File: config.mk
export PLATFORM = sky130hd
export DESIGN_NAME = de2i_150_qsys_nios2_oci_dct_packer_flat
export DESIGN_NICKNAME = d
export VERILOG_FILES = /design/src/rtl/de2i_150_qsys_nios2_oci_dct_pkg.sv /design/src/rtl/de2i_150_qsys_nios2_oci_dct_packer_if.sv /design/src/rtl/de2i_150_qsys_nios2_oci_dct_outreg.sv /design/src/rtl/de2i_150_qsys_nios2_oci_dct_packer.sv /design/src/flat_wrapper.sv
export SDC_FILE = /design/constraint.sdc
export NUM_CORES = 1
export LEC_CHECK = 0
export ABC_AREA = 0
export BUFFER_PORTS_ARGS = -buffer_cell sky130_fd_sc_hd__buf_2
export CORE_MARGIN = 5
export CORE_UTILIZATION = 55
export DETAILED_ROUTE_END_ITERATION = 8
export PLACE_DENSITY = 0.78
export SLEW_MARGIN = 15
export SYNTH_ARGS = -nofsm -noshare
export SYNTH_HDL_FRONTEND = slang
export SYNTH_HIERARCHICAL = 1
export SYNTH_SLANG_ARGS = --single-unit
File: constraint.sdc
create_clock -name clk -period 3.6 [get_ports clk]
set_input_delay 0.36 -clock clk [delete_from_list [all_inputs] [get_ports clk]]
set_output_delay 0.36 -clock clk [all_outputs]
set_load 0.02 [all_outputs]
File: src/rtl/de2i_150_qsys_nios2_oci_dct_pkg.sv
// Shared widths and sequencing states for the trace symbol packer.
package de2i_150_qsys_nios2_oci_dct_pkg;

  localparam int DCT_SYM_W = 2;
  localparam int DCT_SLOTS = 15;
  localparam int DCT_BUF_W = 30;
  localparam int DCT_CNT_W = 4;

  typedef enum logic [1:0] {
    ACCUM = 2'd0,
    DRAIN = 2'd1,
    ENDED = 2'd2
  } dct_state_e;

endpackage

File: src/rtl/de2i_150_qsys_nios2_oci_dct_packer_if.sv
// Symbol input and packed-word output handshakes of the trace packer.
interface de2i_150_qsys_nios2_oci_dct_packer_if;
  import de2i_150_qsys_nios2_oci_dct_pkg::*;

  logic                 sym_valid;
  logic [DCT_SYM_W-1:0] sym_data;
  logic                 sym_ready;
  logic                 dct_valid;
  logic [DCT_BUF_W-1:0] dct_buffer;
  logic [DCT_CNT_W-1:0] dct_count;
  logic                 dct_ready;

  modport master (
    output sym_valid, sym_data, dct_ready,
    input  sym_ready, dct_valid, dct_buffer, dct_count
  );

  modport slave (
    input  sym_valid, sym_data, dct_ready,
    output sym_ready, dct_valid, dct_buffer, dct_count
  );

endinterface

File: src/rtl/de2i_150_qsys_nios2_oci_dct_outreg.sv
// Single-entry output holding register; contents persist after the word is taken.
module de2i_150_qsys_nios2_oci_dct_outreg
  import de2i_150_qsys_nios2_oci_dct_pkg::*;
(
  input  logic                 clk,
  input  logic                 reset,
  input  logic                 load,
  input  logic [DCT_BUF_W-1:0] load_buffer,
  input  logic [DCT_CNT_W-1:0] load_count,
  input  logic                 dct_ready,
  output logic                 dct_valid,
  output logic [DCT_BUF_W-1:0] dct_buffer,
  output logic [DCT_CNT_W-1:0] dct_count,
  output logic                 out_free
);

  assign out_free = !dct_valid || dct_ready;

  always_ff @(posedge clk) begin
    if (reset) begin
      dct_valid  <= 1'b0;
      dct_buffer <= '0;
      dct_count  <= '0;
    end else if (load) begin
      dct_valid  <= 1'b1;
      dct_buffer <= load_buffer;
      dct_count  <= load_count;
    end else if (dct_ready) begin
      dct_valid  <= 1'b0;
    end
  end

endmodule

File: src/rtl/de2i_150_qsys_nios2_oci_dct_packer.sv
// Packs 2-bit trace symbols into 15-slot words and drains them at end of test.
//   state | meaning
//   ACCUM | accepting symbols, words emitted when full or flushed
//   DRAIN | input closed, remaining partial word pushed out
//   ENDED | everything drained, terminal until reset
module de2i_150_qsys_nios2_oci_dct_packer
  import de2i_150_qsys_nios2_oci_dct_pkg::*;
(
  input  logic clk,
  input  logic reset,
  input  logic flush,
  input  logic test_ending,
  output logic test_has_ended,
  de2i_150_qsys_nios2_oci_dct_packer_if.slave bus
);

  localparam logic [DCT_CNT_W-1:0] FULL_CNT = DCT_CNT_W'(DCT_SLOTS);

  dct_state_e           state, state_next;
  logic [DCT_BUF_W-1:0] acc, acc_next;
  logic [DCT_CNT_W-1:0] acc_cnt, acc_cnt_next;
  logic                 flush_pending, flush_pending_next;
  logic                 accept, move, out_free;

  assign bus.sym_ready  = (state == ACCUM) && (acc_cnt < FULL_CNT);
  assign accept         = bus.sym_valid && bus.sym_ready;
  assign test_has_ended = (state == ENDED);

  assign move = out_free && ((acc_cnt == FULL_CNT) ||
                             (flush_pending && acc_cnt != '0) ||
                             (state == DRAIN && acc_cnt != '0));

  always_ff @(posedge clk) begin
    if (reset) begin
      state         <= ACCUM;
      acc           <= '0;
      acc_cnt       <= '0;
      flush_pending <= 1'b0;
    end else begin
      state         <= state_next;
      acc           <= acc_next;
      acc_cnt       <= acc_cnt_next;
      flush_pending <= flush_pending_next;
    end
  end

  always_comb begin
    state_next         = state;
    acc_next           = acc;
    acc_cnt_next       = acc_cnt;
    flush_pending_next = flush_pending;

    case (state)
      ACCUM:   if (test_ending) state_next = DRAIN;
      DRAIN:   if (acc_cnt == '0 && !bus.dct_valid) state_next = ENDED;
      ENDED:   state_next = ENDED;
      default: state_next = ACCUM;
    endcase

    // Clearing first lets a symbol taken in the move cycle fall into slot 0.
    if (move) begin
      acc_next     = '0;
      acc_cnt_next = '0;
    end
    if (accept) begin
      acc_next[{acc_cnt_next, 1'b0} +: DCT_SYM_W] = bus.sym_data;
      acc_cnt_next = acc_cnt_next + 1'b1;
    end

    // A flush raised during a move only applies to the symbol that started the new word.
    if (move) flush_pending_next = flush && accept;
    else      flush_pending_next = (flush_pending || flush) && (acc_cnt_next != '0);
  end

  de2i_150_qsys_nios2_oci_dct_outreg u_outreg (
    .clk         (clk),
    .reset       (reset),
    .load        (move),
    .load_buffer (acc),
    .load_count  (acc_cnt),
    .dct_ready   (bus.dct_ready),
    .dct_valid   (bus.dct_valid),
    .dct_buffer  (bus.dct_buffer),
    .dct_count   (bus.dct_count),
    .out_free    (out_free)
  );

endmodule
File: src/flat_wrapper.sv
// flat-port wrapper written by rule: the top's interface ports become plain ports
module de2i_150_qsys_nios2_oci_dct_packer_flat import de2i_150_qsys_nios2_oci_dct_pkg::*;
  (clk, reset, flush, test_ending, test_has_ended, bus_sym_valid, bus_sym_data, bus_dct_ready, bus_sym_ready, bus_dct_valid, bus_dct_buffer, bus_dct_count);
  de2i_150_qsys_nios2_oci_dct_packer_if bus_i ();
  input  logic clk;
  input  logic reset;
  input  logic flush;
  input  logic test_ending;
  output logic test_has_ended;
  input wire logic [$bits(bus_i.sym_valid)-1:0] bus_sym_valid;
  input wire logic [$bits(bus_i.sym_data)-1:0] bus_sym_data;
  input wire logic [$bits(bus_i.dct_ready)-1:0] bus_dct_ready;
  output wire logic [$bits(bus_i.sym_ready)-1:0] bus_sym_ready;
  output wire logic [$bits(bus_i.dct_valid)-1:0] bus_dct_valid;
  output wire logic [$bits(bus_i.dct_buffer)-1:0] bus_dct_buffer;
  output wire logic [$bits(bus_i.dct_count)-1:0] bus_dct_count;
  assign bus_i.sym_valid = bus_sym_valid;
  assign bus_i.sym_data = bus_sym_data;
  assign bus_i.dct_ready = bus_dct_ready;
  assign bus_sym_ready = bus_i.sym_ready;
  assign bus_dct_valid = bus_i.dct_valid;
  assign bus_dct_buffer = bus_i.dct_buffer;
  assign bus_dct_count = bus_i.dct_count;
  de2i_150_qsys_nios2_oci_dct_packer u_core (.clk(clk), .reset(reset), .flush(flush), .test_ending(test_ending), .test_has_ended(test_has_ended), .bus(bus_i));
endmodule
After elaboration in Yosys (flattened, before gate mapping)
Cells that the tools add are included.
- flip-flop bits (word level): 72
- input port bits: 8
- output and inout port bits: 37
- word-level logic and storage cells: 47
- add/sub/neg operators: 2
- order comparisons: 1
- equality and inequality tests: 5
- shifts and indexed selects: 2
- muxes and demuxes: 11
- reduce and logical (&&, ||, !) cells: 19
- operators by type and width (cell ; count):
    $mux 30 ; 2
    $bwmux 30 ; 1
    $shift 2x7->30 const A ; 1
    $shiftx 2x7->30 ; 1
    $logic_and 1x1->1 ; 8
    $mux 4 ; 2
    $reduce_bool 4->1 ; 2
    $neg 5->7 ; 1
    $pmux 2 s3 ; 1
    $add 4x1->4 const B ; 1
    $eq 4x4->1 const B ; 1
    $logic_not 4->1 ; 1
    $logic_or 1x1->1 ; 4
    $lt 4x4->1 const B ; 1
    $mux 2 ; 2
    $ne 2x2->1 const B ; 2
    $mux 1 ; 3
    $eq 2x1->1 const B ; 1
    $eq 2x2->1 const B ; 1
    $logic_not 2->1 ; 1
    $reduce_and 2->1 ; 1
    $reduce_bool 2->1 ; 1
    $logic_not 1->1 ; 1

Depth between registers and ports, before layout
- depth in word-level cells: 11
- gate-level depth with buffers: 12
- depth with buffers taken out: 11

Hierarchy
Netlist, hierarchy kept.
- modules (own cells, without submodules) (module ; instances ; cells each ; area an instance (um2) ; seq. area each (um2)):
    de2i_150_qsys_nios2_oci_dct_packer ; 1 ; 229 ; 1953.1 ; 740.7
    de2i_150_qsys_nios2_oci_dct_outreg ; 1 ; 114 ; 1272.5 ; 700.7

Worst setup path after synthesis
OpenSTA, ideal clock, no wires.
- path type: flip-flop to flip-flop
- from: reg u_core.state[1]
- to: reg u_core.acc[13]
- setup time: 72 ps
- data arrival time: 2722 ps
- required time: 3528 ps
- path slack: 806 ps
- cell stages (with the launch flop): 12
- buffers on the path: 0
- clock period less this slack: 2794 ps
- cell sequence: dfxtp_1 > inv_1 > ha_1 > a311o_1 > o211ai_4 > nand2_1 > ha_1 > nand2b_1 > o21a_1 > or3_4 > or4b_1 > a21oi_1
- longest elaborated chain between the ends: 9
- elaborated cells between the ends (all ways): 14
- those cells by class: 1 x add/sub; 1 x eq/ne; 2 x shift; 4 x mux; 6 x reduce/logical
- ends and longest elaborated chain (element ; line ; RTL):
    from (decl) ; de2i_150_qsys_nios2_oci_dct_packer.sv:19 ; dct_state_e state, state_next;
    from (signal assigned) ; de2i_150_qsys_nios2_oci_dct_packer.sv:40 ; state <= state_next;
    $eq 2x1->1 ; de2i_150_qsys_nios2_oci_dct_packer.sv:31 ; (state == DRAIN && acc_cnt != '0));
    $logic_and 1x1->1 ; de2i_150_qsys_nios2_oci_dct_packer.sv:31 ;
    $logic_or 1x1->1 ; de2i_150_qsys_nios2_oci_dct_packer.sv:30 ; (flush_pending && acc_cnt != '0) ||
    $logic_and 1x1->1 ; de2i_150_qsys_nios2_oci_dct_packer.sv:29 ; assign move = out_free && ((acc_cnt == FULL_CNT) ||
    $mux 4 ; de2i_150_qsys_nios2_oci_dct_packer.sv:61 ; if (move) begin
    $neg 5->7 ; de2i_150_qsys_nios2_oci_dct_packer.sv:66 ; acc_next[{acc_cnt_next, 1'b0} +: DCT_SYM_W] = bus.sym_data;
    $shiftx 2x7->30 or $shift 2x7->30 (tied branches) ; de2i_150_qsys_nios2_oci_dct_packer.sv:66 ;
    $bwmux 30 ; de2i_150_qsys_nios2_oci_dct_packer.sv:66 ;
    $mux 30 * ; de2i_150_qsys_nios2_oci_dct_packer.sv:65 ; if (accept) begin
    to (signal assigned) ; de2i_150_qsys_nios2_oci_dct_packer.sv:41 ; acc <= acc_next;
    to (decl) ; de2i_150_qsys_nios2_oci_dct_packer.sv:20 ; logic [DCT_BUF_W-1:0] acc, acc_next;
Every way passes the cells marked *; elsewhere a longest branch is shown, timed or not.
A chain may end at the register's enable or synchronous reset.

Worst setup path in the final report
- from: reg u_core.state[1]
- to: reg u_core.acc[11]
Same word-level chain as after synthesis.

==> impl_metrics.py <==
metrics = {
    "cells_and_area": {
        "regArea_sq_um": 1440,
        "num_antenna_cells": 0,
        "final_nets": 402,
        "multi_input_area_sq_um": 1620,
        "fillers": 467,
        "drive_gt1_frac": 0.187,
        "syn2layout_area_growth_pct": 14.5,
    },
    "timing": {
        "fmax_ghz": 0.314,
        "report.final.slew_viol_count": 0,
        "layout_setup_ws_ps": 416,
        "rsz0062_at_grt": "false",
        "hold_viol": 0,
        "worstMarginPinSlew_ps": 829,
        "fin_skew_ps": 6.23,
        "holdWs_ps": 343,
        "period_needed_ps": 3180,
        "setup_viol_count_final": 0,
        "post-route-period-util": 0.884,
        "slew_headroom": 0.447,
        "fin_setup_tns_ps": 0,
    },
    "synthesis": {
        "synthTopCellsByArea": "dfxtp_1 (45%), mux2i_1 (16%), nor2_1 (5.7%)",
        "synth_top_cell_area_share": 0.447,
        "postSynth.asyncResetShare": 0,
        "ys.flop_type": "dfxtp_1",
        "synth_nets": 360,
        "netlist_area_sq_um": 3230,
        "synth_common_cells": "dfxtp_1 (72), mux2i_1 (53), nor2_1 (49), nand2_1 (31), o21ai_0 (14)",
        "yosys_warnings": 6,
        "ys_ff_latch": 72,
        "ys_seq_area_frac": 0.447,
        "yosysTopAreaCell": "dfxtp_1",
        "synth_cell_types": 40,
        "yosysMostFrequentCell": "dfxtp_1",
        "syn_inst": 343,
        "synth_area_per_cell_sq_um": 9.40,
        "synth_edf_count": 0,
    },
    "worst_setup_path": {
        "critPathKind": "reg -> reg",
        "path_cells": "inv_1 > ha_1 > a311o_1 > o211ai_4 > nand2_1 > ha_1 > nand2b_1 > o21a_1 > or3_4 > or4_1 > a21oi_1",
        "max_stage_delay_ps": 510,
        "r2r_slack_ps": 420,
        "arrival_ps": 3450,
        "r2r_cells": 11,
        "cp-end-kind": "flop",
        "r2r-end": "u_core/acc[11]",
        "cpMostUsedCell": "ha_1",
        "timing.rr.start": "u_core/state[1]",
        "path_delay_family": "simple AND/OR/NAND/NOR gates",
        "cp_max_fo": 14,
        "cp_slowest_cell": "or4_1",
        "path_buf_inv": 1,
        "required_ps": 3870,
        "start_kind": "flop",
    },
    "cts": {
        "clk_latency_ps": 350,
        "clock_path_buffers": 2,
        "cts_hold_buf": 0,
        "cts_tree": "done",
        "clkSinkCount": 72,
        "post_cts_resized": 0,
        "path_clk_slew_ps": 70,
        "post-cts-setup-buffers": 0,
        "h-tree-depth": 3,
        "cts-buffers-inserted": 9,
        "clock-root-buffer": "clkbuf_8",
    },
    "placement": {
        "gp_congestion": 0.946,
        "hpwl_um": 5270,
        "place_ws_ps": 469,
        "numPortBuffers": 44,
    },
    "global_route": {
        "antenna_found_initial": 0,
        "grt_max_degree": 46,
        "grt_pass1_wl_um": 12400,
        "gr-total-overflow": 0,
        "grt_use_total": 0.212,
        "grt_pass1_vias": 2471,
    },
    "routing": {
        "drc": 0,
        "wire_per_inst_um": 16.1,
        "drt-pass1-iter-count": 4,
        "ant_nets": 0,
        "vias": 2560,
        "viasPerCell": 5.54,
        "totalWireLength_um": 7440,
        "drt_iter0_drc": 210,
    },
    "power": {
        "p_leak_uw": 0.00152,
        "powerDensity_nw_per_um2": 601,
        "vdd_drop_max_mv": 0.408,
    },
    "min_path": {
        "min_from": "bus_sym_data[0]",
        "holdPathEnd": "u_core/acc[26]",
        "min_path_cells": 3,
        "hp-class": "in -> reg",
    },
    "die": {
        "die_w_um": 86.6,
        "ios": 45,
        "rows": 27,
        "initial_core_util": 0.575,
        "die-area_sq_um": 7500,
        "die_h_um": 86.6,
        "core_area_sq_um": 5610,
    },
    "job": {
        "max-cap-violations": 0,
    },
    "outcome": {
        "outcome": "complete, no violations",
    },
}
-- where the power goes --
part,switching [uW],internal [uW]
registers,37.3,826
clock network,296,479
logic,372,207
total,706,1510
-- registers in the layout, summed over array words and instances, names as in the netlist --
name / count
u_core/u_outreg/dct_valid: 1
u_core/acc_cnt: 4
u_core/state: 2
u_core/acc: 30
u_core/u_outreg/dct_count: 4
u_core/u_outreg/dct_buffer: 30
u_core/flush_pending: 1
-- kinds of logic (layout without fill, tap and decap cells) --
| family | Yosys count | after routing | synth area share |
|---|---|---|---|
| adder cells (fa/ha/maj) | 9 | 9 | 0.0349 |
| XOR/XNOR | 4 | 4 | 0.0109 |
| flip-flops | 72 | 72 | 0.447 |
| multiplexers | 56 | 56 | 0.175 |
| buffers and inverters | 29 | 76 | 0.0520 |
| AND/OR/NAND/NOR | 131 | 131 | 0.192 |
| AO/OA/AOI/OAI | 42 | 42 | 0.0884 |
-- through the flow --
step | total power [uW] | std cells | utilization | area, sq um
after global placement | 1450 | 446 | 0.615 | 3450
final | 2220 | 462 | 0.658 | 3690
after detailed placement | 1450 | 446 | 0.615 | 3450
after floorplan | 1340 | 343 | - | 3230
after global routing | 2330 | 462 | 0.658 | 3690
after CTS | 2220 | 462 | 0.658 | 3690
-- layout by cell type, fill, tap and decap left out, types with 2 or more instances in the layout --
cell        n
a21oi_1     8
a32o_1      2
a41oi_1     2
and2_1      5
buf_2      44
buf_4       5
bufinv_16   3
clkbuf_8   10
dfxtp_1    72
ha_1        9
inv_1      10
mux2_2      3
mux2i_1    53
nand2_1    31
nand2b_1    3
nand3_1    13
nand4_1     6
nor2_1     49
nor2b_1     5
nor3_1      6
o211ai_1    5
o21a_1      2
o21ai_0    14
o22ai_1     2
or2_2       3
or4_1       5
xnor2_1     4
-- final cells by class --
| class | instances | area share |
|---|---|---|
| Clock inverter | 5 | 0.0281 |
| Sequential cell | 72 | 0.390 |
| Clock buffer | 11 | 0.0383 |
| Timing Repair Buffer | 49 | 0.0698 |
| Tap cell | 72 | 0.0244 |
| Inverter | 11 | 0.0112 |
| Multi-Input combinational cell | 242 | 0.438 |
-- how the worst max path moves through the flow --
| stage | start | end | slack (ps) | depth (start not counted) |
|---|---|---|---|---|
| 2_1_floorplan | u_core/state[1] | u_core/acc[13] | 810 | 11 |
| 4_1_cts | u_core/state[1] | u_core/acc[25] | 430 | 11 |
| 5_1_grt | u_core/state[1] | u_core/acc[25] | 160 | 11 |
| 6_report | u_core/state[1] | u_core/acc[11] | 420 | 11 |
| 3_3_place_gp | u_core/state[1] | u_core/acc[13] | 580 | 11 |
| 3_5_place_dp | u_core/state[1] | u_core/acc[25] | 470 | 11 |
-- worst reg2reg max path, stage by stage (launching register included) --
cell,delay (ps)
dfxtp_1,350
inv_1,80
ha_1,240
a311o_1,350
o211ai_4,180
nand2_1,180
ha_1,280
nand2b_1,180
o21a_1,160
or3_4,400
or4_1,510
a21oi_1,180
-- routing by layer --
layer | vias up | GRT usage | part of all wire
met3 | 11 | 0.0513 | 0.061
li1 | 1283 | - | -
met2 | 74 | 0.329 | 0.45
met4 | 0 | 0.0694 | 0.017
met5 | - | 0 | 0
met1 | 1192 | 0.291 | 0.47
Note: power is estimated with default switching activity, not from simulation.
